==> config.mk <==
export PLATFORM = sky130hd
export DESIGN_NAME = vx_csr_req_sched
export DESIGN_NICKNAME = d
export VERILOG_FILES = /design/src/rtl/vx_csr_req_sched.sv
export SDC_FILE = /design/constraint.sdc
export NUM_CORES = 1
export LEC_CHECK = 0
export CAP_MARGIN = 20
export CORE_AREA = 5 5 267 269
export DETAILED_ROUTE_END_ITERATION = 12
export DIE_AREA = 0 0 272 274
export HOLD_SLACK_MARGIN = 0.03
export PLACE_DENSITY = 0.3
export SLEW_MARGIN = 20
export SYNTH_ARGS = -nofsm -noshare
export SYNTH_HDL_FRONTEND = slang
export SYNTH_SLANG_ARGS = --single-unit
export TNS_END_PERCENT = 100
==> constraint.sdc <==
create_clock -name clk -period 1.6 [get_ports clk]
set_input_delay 0.16 -clock clk [delete_from_list [all_inputs] [get_ports clk]]
set_output_delay 0.16 -clock clk [all_outputs]
set_load 0.01 [all_outputs]
==> src/rtl/vx_csr_req_sched.sv <==
// Round-robin scheduler sharing one CSR unit between issue slots; holds grant sop..eop.
// Optional drain watchdog enabled by defining VX_CSR_SCHED_WDOG_EN.
module vx_csr_req_sched #(
    parameter int unsigned NUM_REQS    = 4,
    parameter int unsigned WID_W       = 4,
    parameter int unsigned DATAW       = 128,
    parameter int unsigned WDOG_CYCLES = 1024,
    localparam int unsigned SEL_W      = (NUM_REQS > 1) ? $clog2(NUM_REQS) : 1
) (
    input  logic                      clk,
    input  logic                      reset,
    input  logic [NUM_REQS-1:0]       req_valid,
    input  logic [NUM_REQS*WID_W-1:0] req_wid,
    input  logic [NUM_REQS-1:0]       req_sop,
    input  logic [NUM_REQS-1:0]       req_eop,
    input  logic [NUM_REQS*DATAW-1:0] req_data,
    output logic [NUM_REQS-1:0]       req_ready,
    output logic [WID_W-1:0]          alm_empty_wid,
    input  logic                      alm_empty,
    output logic                      out_valid,
    input  logic                      out_ready,
    output logic [DATAW-1:0]          out_data,
    output logic [WID_W-1:0]          out_wid,
    output logic                      out_sop,
    output logic                      out_eop,
    output logic [SEL_W-1:0]          out_sel,
    output logic                      unlock_valid,
    output logic [WID_W-1:0]          unlock_wid,
    output logic                      wdog_err
);

    typedef enum logic [1:0] {StIdle, StDrain, StXfer} state_e;

    state_e           state;
    logic [SEL_W-1:0] grant_r;
    logic [SEL_W-1:0] rr_ptr;
    logic [SEL_W-1:0] pick_idx;
    logic [SEL_W-1:0] next_ptr;
    logic             pick_found;

    logic [WID_W-1:0] wid_a  [NUM_REQS];
    logic [DATAW-1:0] data_a [NUM_REQS];

    if (NUM_REQS < 1 || NUM_REQS > 8 || WDOG_CYCLES == 0 || WDOG_CYCLES > 65535)
    begin : g_param_check
        $error("vx_csr_req_sched: parameter out of range");
    end

    for (genvar g = 0; g < NUM_REQS; g++) begin : g_unpack
        assign wid_a[g]  = req_wid[g*WID_W +: WID_W];
        assign data_a[g] = req_data[g*DATAW +: DATAW];
    end

    // First sop-marked requester at or after rr_ptr, wrapping.
    always_comb begin
        int unsigned      idx;
        logic [SEL_W-1:0] idx_s;
        pick_found = 1'b0;
        pick_idx   = '0;
        idx        = 0;
        idx_s      = '0;
        for (int unsigned i = 0; i < NUM_REQS; i++) begin
            idx = int'(rr_ptr) + i;
            if (idx >= NUM_REQS) idx = idx - NUM_REQS;
            idx_s = SEL_W'(idx);
            if (!pick_found && req_valid[idx_s] && req_sop[idx_s]) begin
                pick_found = 1'b1;
                pick_idx   = idx_s;
            end
        end
    end

    assign next_ptr = (grant_r == SEL_W'(NUM_REQS - 1)) ? '0 : grant_r + 1'b1;

    always_comb begin
        req_ready = '0;
        if (state == StXfer) req_ready[grant_r] = out_ready;
        out_valid     = (state == StXfer) && req_valid[grant_r];
        out_data      = data_a[grant_r];
        out_wid       = wid_a[grant_r];
        out_sop       = req_sop[grant_r];
        out_eop       = req_eop[grant_r];
        out_sel       = grant_r;
        alm_empty_wid = wid_a[grant_r];
        unlock_valid  = out_valid && out_ready && out_eop;
        unlock_wid    = wid_a[grant_r];
    end

    always_ff @(posedge clk) begin
        if (reset) begin
            state   <= StIdle;
            grant_r <= '0;
            rr_ptr  <= '0;
        end else begin
            case (state)
                StIdle: begin
                    if (pick_found) begin
                        grant_r <= pick_idx;
                        state   <= StDrain;
                    end
                end
                StDrain: begin
                    if (alm_empty) state <= StXfer;
                end
                StXfer: begin
                    if (unlock_valid) begin
                        rr_ptr <= next_ptr;
                        state  <= StIdle;
                    end
                end
                default: state <= StIdle;
            endcase
        end
    end

`ifdef VX_CSR_SCHED_WDOG_EN
    logic [15:0] wdog_cnt;
    logic        wdog_q;

    always_ff @(posedge clk) begin
        if (reset) begin
            wdog_cnt <= '0;
            wdog_q   <= 1'b0;
        end else if (state == StIdle && pick_found) begin
            wdog_cnt <= '0;
        end else if (state == StDrain) begin
            if (wdog_cnt != 16'hffff) wdog_cnt <= wdog_cnt + 16'd1;
            if ((32'(wdog_cnt) + 32'd1) >= WDOG_CYCLES) wdog_q <= 1'b1;
        end
    end

    assign wdog_err = wdog_q;
`else
    assign wdog_err = 1'b0;
`endif

    // Granted requester must keep valid asserted until its eop is accepted.
    a_grant_valid_held : assert property (
        @(posedge clk) disable iff (reset) (state == StXfer) |-> req_valid[grant_r]
    ) else $error("vx_csr_req_sched: granted requester dropped req_valid mid-op");

endmodule
== Yosys cells after proc, flatten, opt, wreduce, memory -nomap -nowiden ==
Cells that the tools add are included.
Operators by class
  bitwise logic cells: 2
  reduce and logical (&&, ||, !) cells: 18
  mux-type cells: 48
  magnitude comparators: 11
  add/sub/neg operators: 8
  equal/unequal tests: 6
Operator list (count)
  binary-select mux 128 bit (select 2 bit): 1
  two-way mux 128 bit: 2
  two-way mux 2 bit: 12
  binary-select mux 1 bit (select 2 bit): 11
  two-way mux 1 bit: 16
  < comparator 2 x 3 -> 1 bit (second input constant): 5
  greater-or-equal comparator 3 bit (second input constant): 4
  two-way mux 4 bit: 3
  logical AND 1 bit: 11
  binary-select mux 4 bit (select 2 bit): 1
  subtractor 2 x 1 -> 2 bit (second input constant): 4
  adder 2 x 2 -> 3 bit (second input constant): 2
  inequality test 2 bit (second input constant): 3
  one-hot mux 2 bit (3 select lines): 1
  AND 4 bit: 1
  == test 2 bit (second input constant): 2
  AND reduction 2 bit: 2
  adder 2 x 1 -> 3 bit (second input constant): 1
  greater-or-equal comparator 2 x 3 -> 1 bit (second input constant): 1
  logical NOT 1 bit: 3
  NOT 2 -> 3 bit: 1
  AND reduction 3 bit: 1
  adder 2 x 1 -> 2 bit (second input constant): 1
  demux 1 bit (select 2 bit): 1
  other kinds (3): 3
Storage, ports and cells
  output and inout bits: 151
  flip-flop bits (word level): 6
  bits of input ports: 544

== Logic depth before layout (Yosys ltp) ==
  depth in word-level cells: 20
  mapped depth: 7
  depth with buffers taken out: 4

== Worst setup path after synthesis ==
Ideal clock, no wire load.
  kind: flip-flop to output port
  start: register grant_r[0], in the netlist out_sel[0]
  end: output port out_wid[0]
  path buffers: 3
  setup slack: -235 ps
  arrival time: 1675 ps
  cell stages (with the launch flop): 5
  path through: dfxtp_1 > buf_4 > buf_2 > mux4_2 > buf_4
On the way
  longest elaborated chain between the ends: 4
Ends and longest elaborated chain
  start: declaration: RTL line 35  | logic [SEL_W-1:0] grant_r;
  start signal: assignment: RTL line 98  | grant_r <= pick_idx;
  NOT 2 -> 3 bit
  binary-select mux 4 bit (select 2 bit)
  two-way mux 4 bit (2 in a row)
  end: declaration: RTL line 23  | output logic [WID_W-1:0] out_wid,
Every way passes these cells. The select of a mux whose other input is x is not followed.

== Final worst setup path ==
  start: register grant_r[0], in the netlist out_sel[0]
  end: output port alm_empty_wid[0]
On the way
  longest elaborated chain between the ends: 4
Ends and longest elaborated chain
  NOT 2 -> 3 bit (implied by the code): RTL line 84  | alm_empty_wid = wid_a[grant_r];
  binary-select mux 4 bit (select 2 bit): RTL line 84
  two-way mux 4 bit (implied by the code) (2 in a row): RTL line 84
  end: declaration: RTL line 18  | output logic [WID_W-1:0] alm_empty_wid,
Every way passes these cells. The select of a mux whose other input is x is not followed.

==> results by group <==
Outcome
  – Status: finished with violations
  – Failing checks: negative setup slack

Clocking
  – Clock buffer depth: 2
  – H-Tree Depth: 1
  – CTS root buf: clkbuf_16
  – CTS clk-pin slew, worst paths: 0.03 ns
  – CTS tree: yes
  – Worst skew pair latency: approximately 0.23 ns
  – Clock sinks: 6
  – # hold bufs at CTS: 0
  – CTS Buf Count: 3

Power and ir drop
  – LEAKAGE: between 4 and 5 nW
  – Power consumption: ~6.3 mW
  – Pwr dens: ~470 nW/µm²
  – Worst vdd ir: 274 µV

Critical path
  – Crit Path Category: reg -> out
  – R2R Path Start: out_sel[0]$_SDFFE_PP0P_
  – Crit. End Element: output pin
  – Worst Setup SP: out_sel[0]$_SDFFE_PP0P_
  – Worst Path Arrival: 1.80 ns
  – Startpoint Class: flip-flop
  – CP Max Fanout: 5
  – CP Data Required Time: around 1.4 ns

Drt
  – WL/cell: 24.1 µm
  – DR iter-0 viols: approximately 160
  – Vias: approximately 6000
  – Post-route ant nets: 0
  – Total wire length: about 46000 µm
  – Vias/cell: 3.18
  – Total iterations of the first detailed-routing run: 4
  – DRC viols: 0

Timing
  – # setup viols final: 150
  – Setup ws final: -0.355 ns
  – Clock Skews: around 0.0011 ns
  – RSZ-0062 raised after global routing: yes
  – Tcrit/Tclk final: 1.22
  – Max Freq: roughly 510 MHz
  – Final Max Tran Viols: 0
  – Final hold violation count: 0
  – Crit path time final: roughly 2 ns

Placed design
  – Pre-CTS setup slack: -0.592 ns
  – Placed cell area: roughly 12000 µm²
  – Gpl congestion: between 0.8 and 0.9
  – DPL Wire Length: 40700 µm
  – Buffers on Ports: 693
  – Post-Place Cells: about 1800

Die
  – Die width: between 200 and 300 µm
  – Die area: about 75000 µm²
  – Starting density of the core: 0.0546
  – Num ports: roughly 700
  – Core area: 68300 µm²
  – DIE HEIGHT: 274 µm
  – Rows: between 90 and 100

Cells and area
  – Sequential cell area: 128 µm²
  – Final nets: 1549
  – Share of layout cells above drive strength 1: 0.419
  – Multi-input gate area: 3470 µm²
  – FILL cells: roughly 7400
  – Final instance area: approximately 13000 µm²
  – Syn-to-layout area delta: 256%
  – Finished Core Util: 0.194
  – Most common cell after layout, fill and taps aside: clkdlybuf4s50_1
  – Most frequent cells in the layout: clkdlybuf4s50_1 (538), buf_6 (143), mux4_2 (135), buf_4 (40), buf_12 (30)
  – Fin cells: between 1500 and 2000

Worst hold path
  – Hold WC Path Type: in -> reg
  – Hold_sp: req_sop[0]

Global routing
  – Initial antenna violation count: 12
  – Total gr overflow: 0
  – First-pass GRT wire length: approximately 60000 µm
  – Total Routing Usage GR: 0.113
  – Vias in the first global route: approximately 6800
  – Largest net degree at the start of global routing: 19

Logic synthesis
  – Synthesized instance count: 234
  – Ys Warns: 0
  – Yosys reg bits: 6
  – Synth Net Count: approximately 780
  – Post-synth cell types: 32
  – Syn Area/Cell: roughly 16 µm²
  – Sequential area share after synthesis: 0.0322
  – Synthesized cell area: 3730 µm²

Job
  – Maxcap violations: 0
-- layer usage --
metal  vias up  share of wire  global-route usage
met5         -              0                   0
met4         0         0.0080              0.0152
met3        18          0.079              0.0336
met2       341           0.54               0.210
met1      2980           0.38               0.131
li1       2664              -                   -
-- synthesized netlist by cell type --
cell,number,share of area
mux2i_1,1,0.0027
clkbuf_1,10,0.010
and3b_1,1,0.0023
a221oi_1,1,0.0023
a31oi_1,1,0.0017
and3_1,2,0.0034
nor4b_1,1,0.0023
nor3_1,3,0.0040
nand2_1,6,0.0060
dfxtp_1,6,0.032
buf_4,15,0.030
o21ai_0,1,0.0013
conb_1,1,0.0010
a211oi_1,1,0.0020
ha_1,4,0.013
mux4_2,135,0.82
or4_1,1,0.0020
a21oi_1,2,0.0027
a311oi_1,3,0.0070
buf_1,3,0.0030
and2_1,5,0.0084
buf_2,12,0.016
a21o_1,1,0.0020
o22ai_1,1,0.0017
a222oi_1,1,0.0027
a31o_2,2,0.0047
nand3_2,1,0.0027
a22oi_1,1,0.0020
nor2_1,6,0.0060
inv_1,4,0.0040
or3_1,1,0.0017
nor4bb_1,1,0.0027
-- logic make-up (layout without fill, tap and decap cells) --
group                    after synthesis  count (layout)  synth area share
buffers and inverters                 44             809            0.0634
flip-flops                             6               6            0.0322
AO/OA/AOI/OAI                         15              15            0.0302
other                                  1              10           0.00101
AND/OR/NAND/NOR                       28              28            0.0416
multiplexers                         136             136             0.818
adder cells (fa/ha/maj)                4               4            0.0134
-- area by class of cell --
cell class | instances | share of cell area
repair buffers | 802 | 0.637
diodes | 9 | 0.00170
flip-flops and latches | 6 | 0.00961
inverters | 4 | 0.00170
well taps | 882 | 0.0831
clock buffers | 3 | 0.00566
multi-input cells | 184 | 0.262
-- worst max-delay path: stages (launching register included) --
cell and delay [ns]:
dfxtp_4 0.38, buf_12 0.15, buf_12 0.13, mux4_2 0.60, buf_6 0.17, buf_6 0.11
-- timing repair --
| item | CTS | global route |
|---|---|---|
| setup buffers | 36 | 9 |
| cloned | 9 | 1 |
| resized for setup | 760 | 116 |
| pin swaps | 4 | 6 |
| setup endpoints to repair | 154 | 153 |
-- power by group --
group          switching [mW]  total [mW]  internal [mW]
logic                    2.00        5.72           3.72
clock network          0.0827       0.403          0.321
registers              0.0129       0.177          0.164
-- stage by stage --
stage          hold slack [ns]  setup TNS (ns)
2_1_floorplan            0.229               0
3_3_place_gp             0.555          -70.71
3_5_place_dp             0.561          -69.38
4_1_cts                  0.573          -40.81
5_1_grt                  0.605          -44.80
6_report                 0.550          -35.36
-- flip-flops by register name, indices dropped and copies added (netlist names) --
signal   flops
state        2
out_sel      2
rr_ptr       2
-- path summary, 6_finish.rpt --
kind / to / slack [ns] / depth (start not counted)
worst max-delay path: alm_empty_wid[0] / -0.36 / 5
worst min-delay path: out_sel[1]$_SDFFE_PP0P_ / 0.55 / 5
worst max register to register: rr_ptr[1]$_SDFFE_PP0P_ / -0.25 / 7
worst min register to register: rr_ptr[0]$_SDFFE_PP0P_ / 0.58 / 2
No activity file was read; power rests on OpenSTA's default activity.
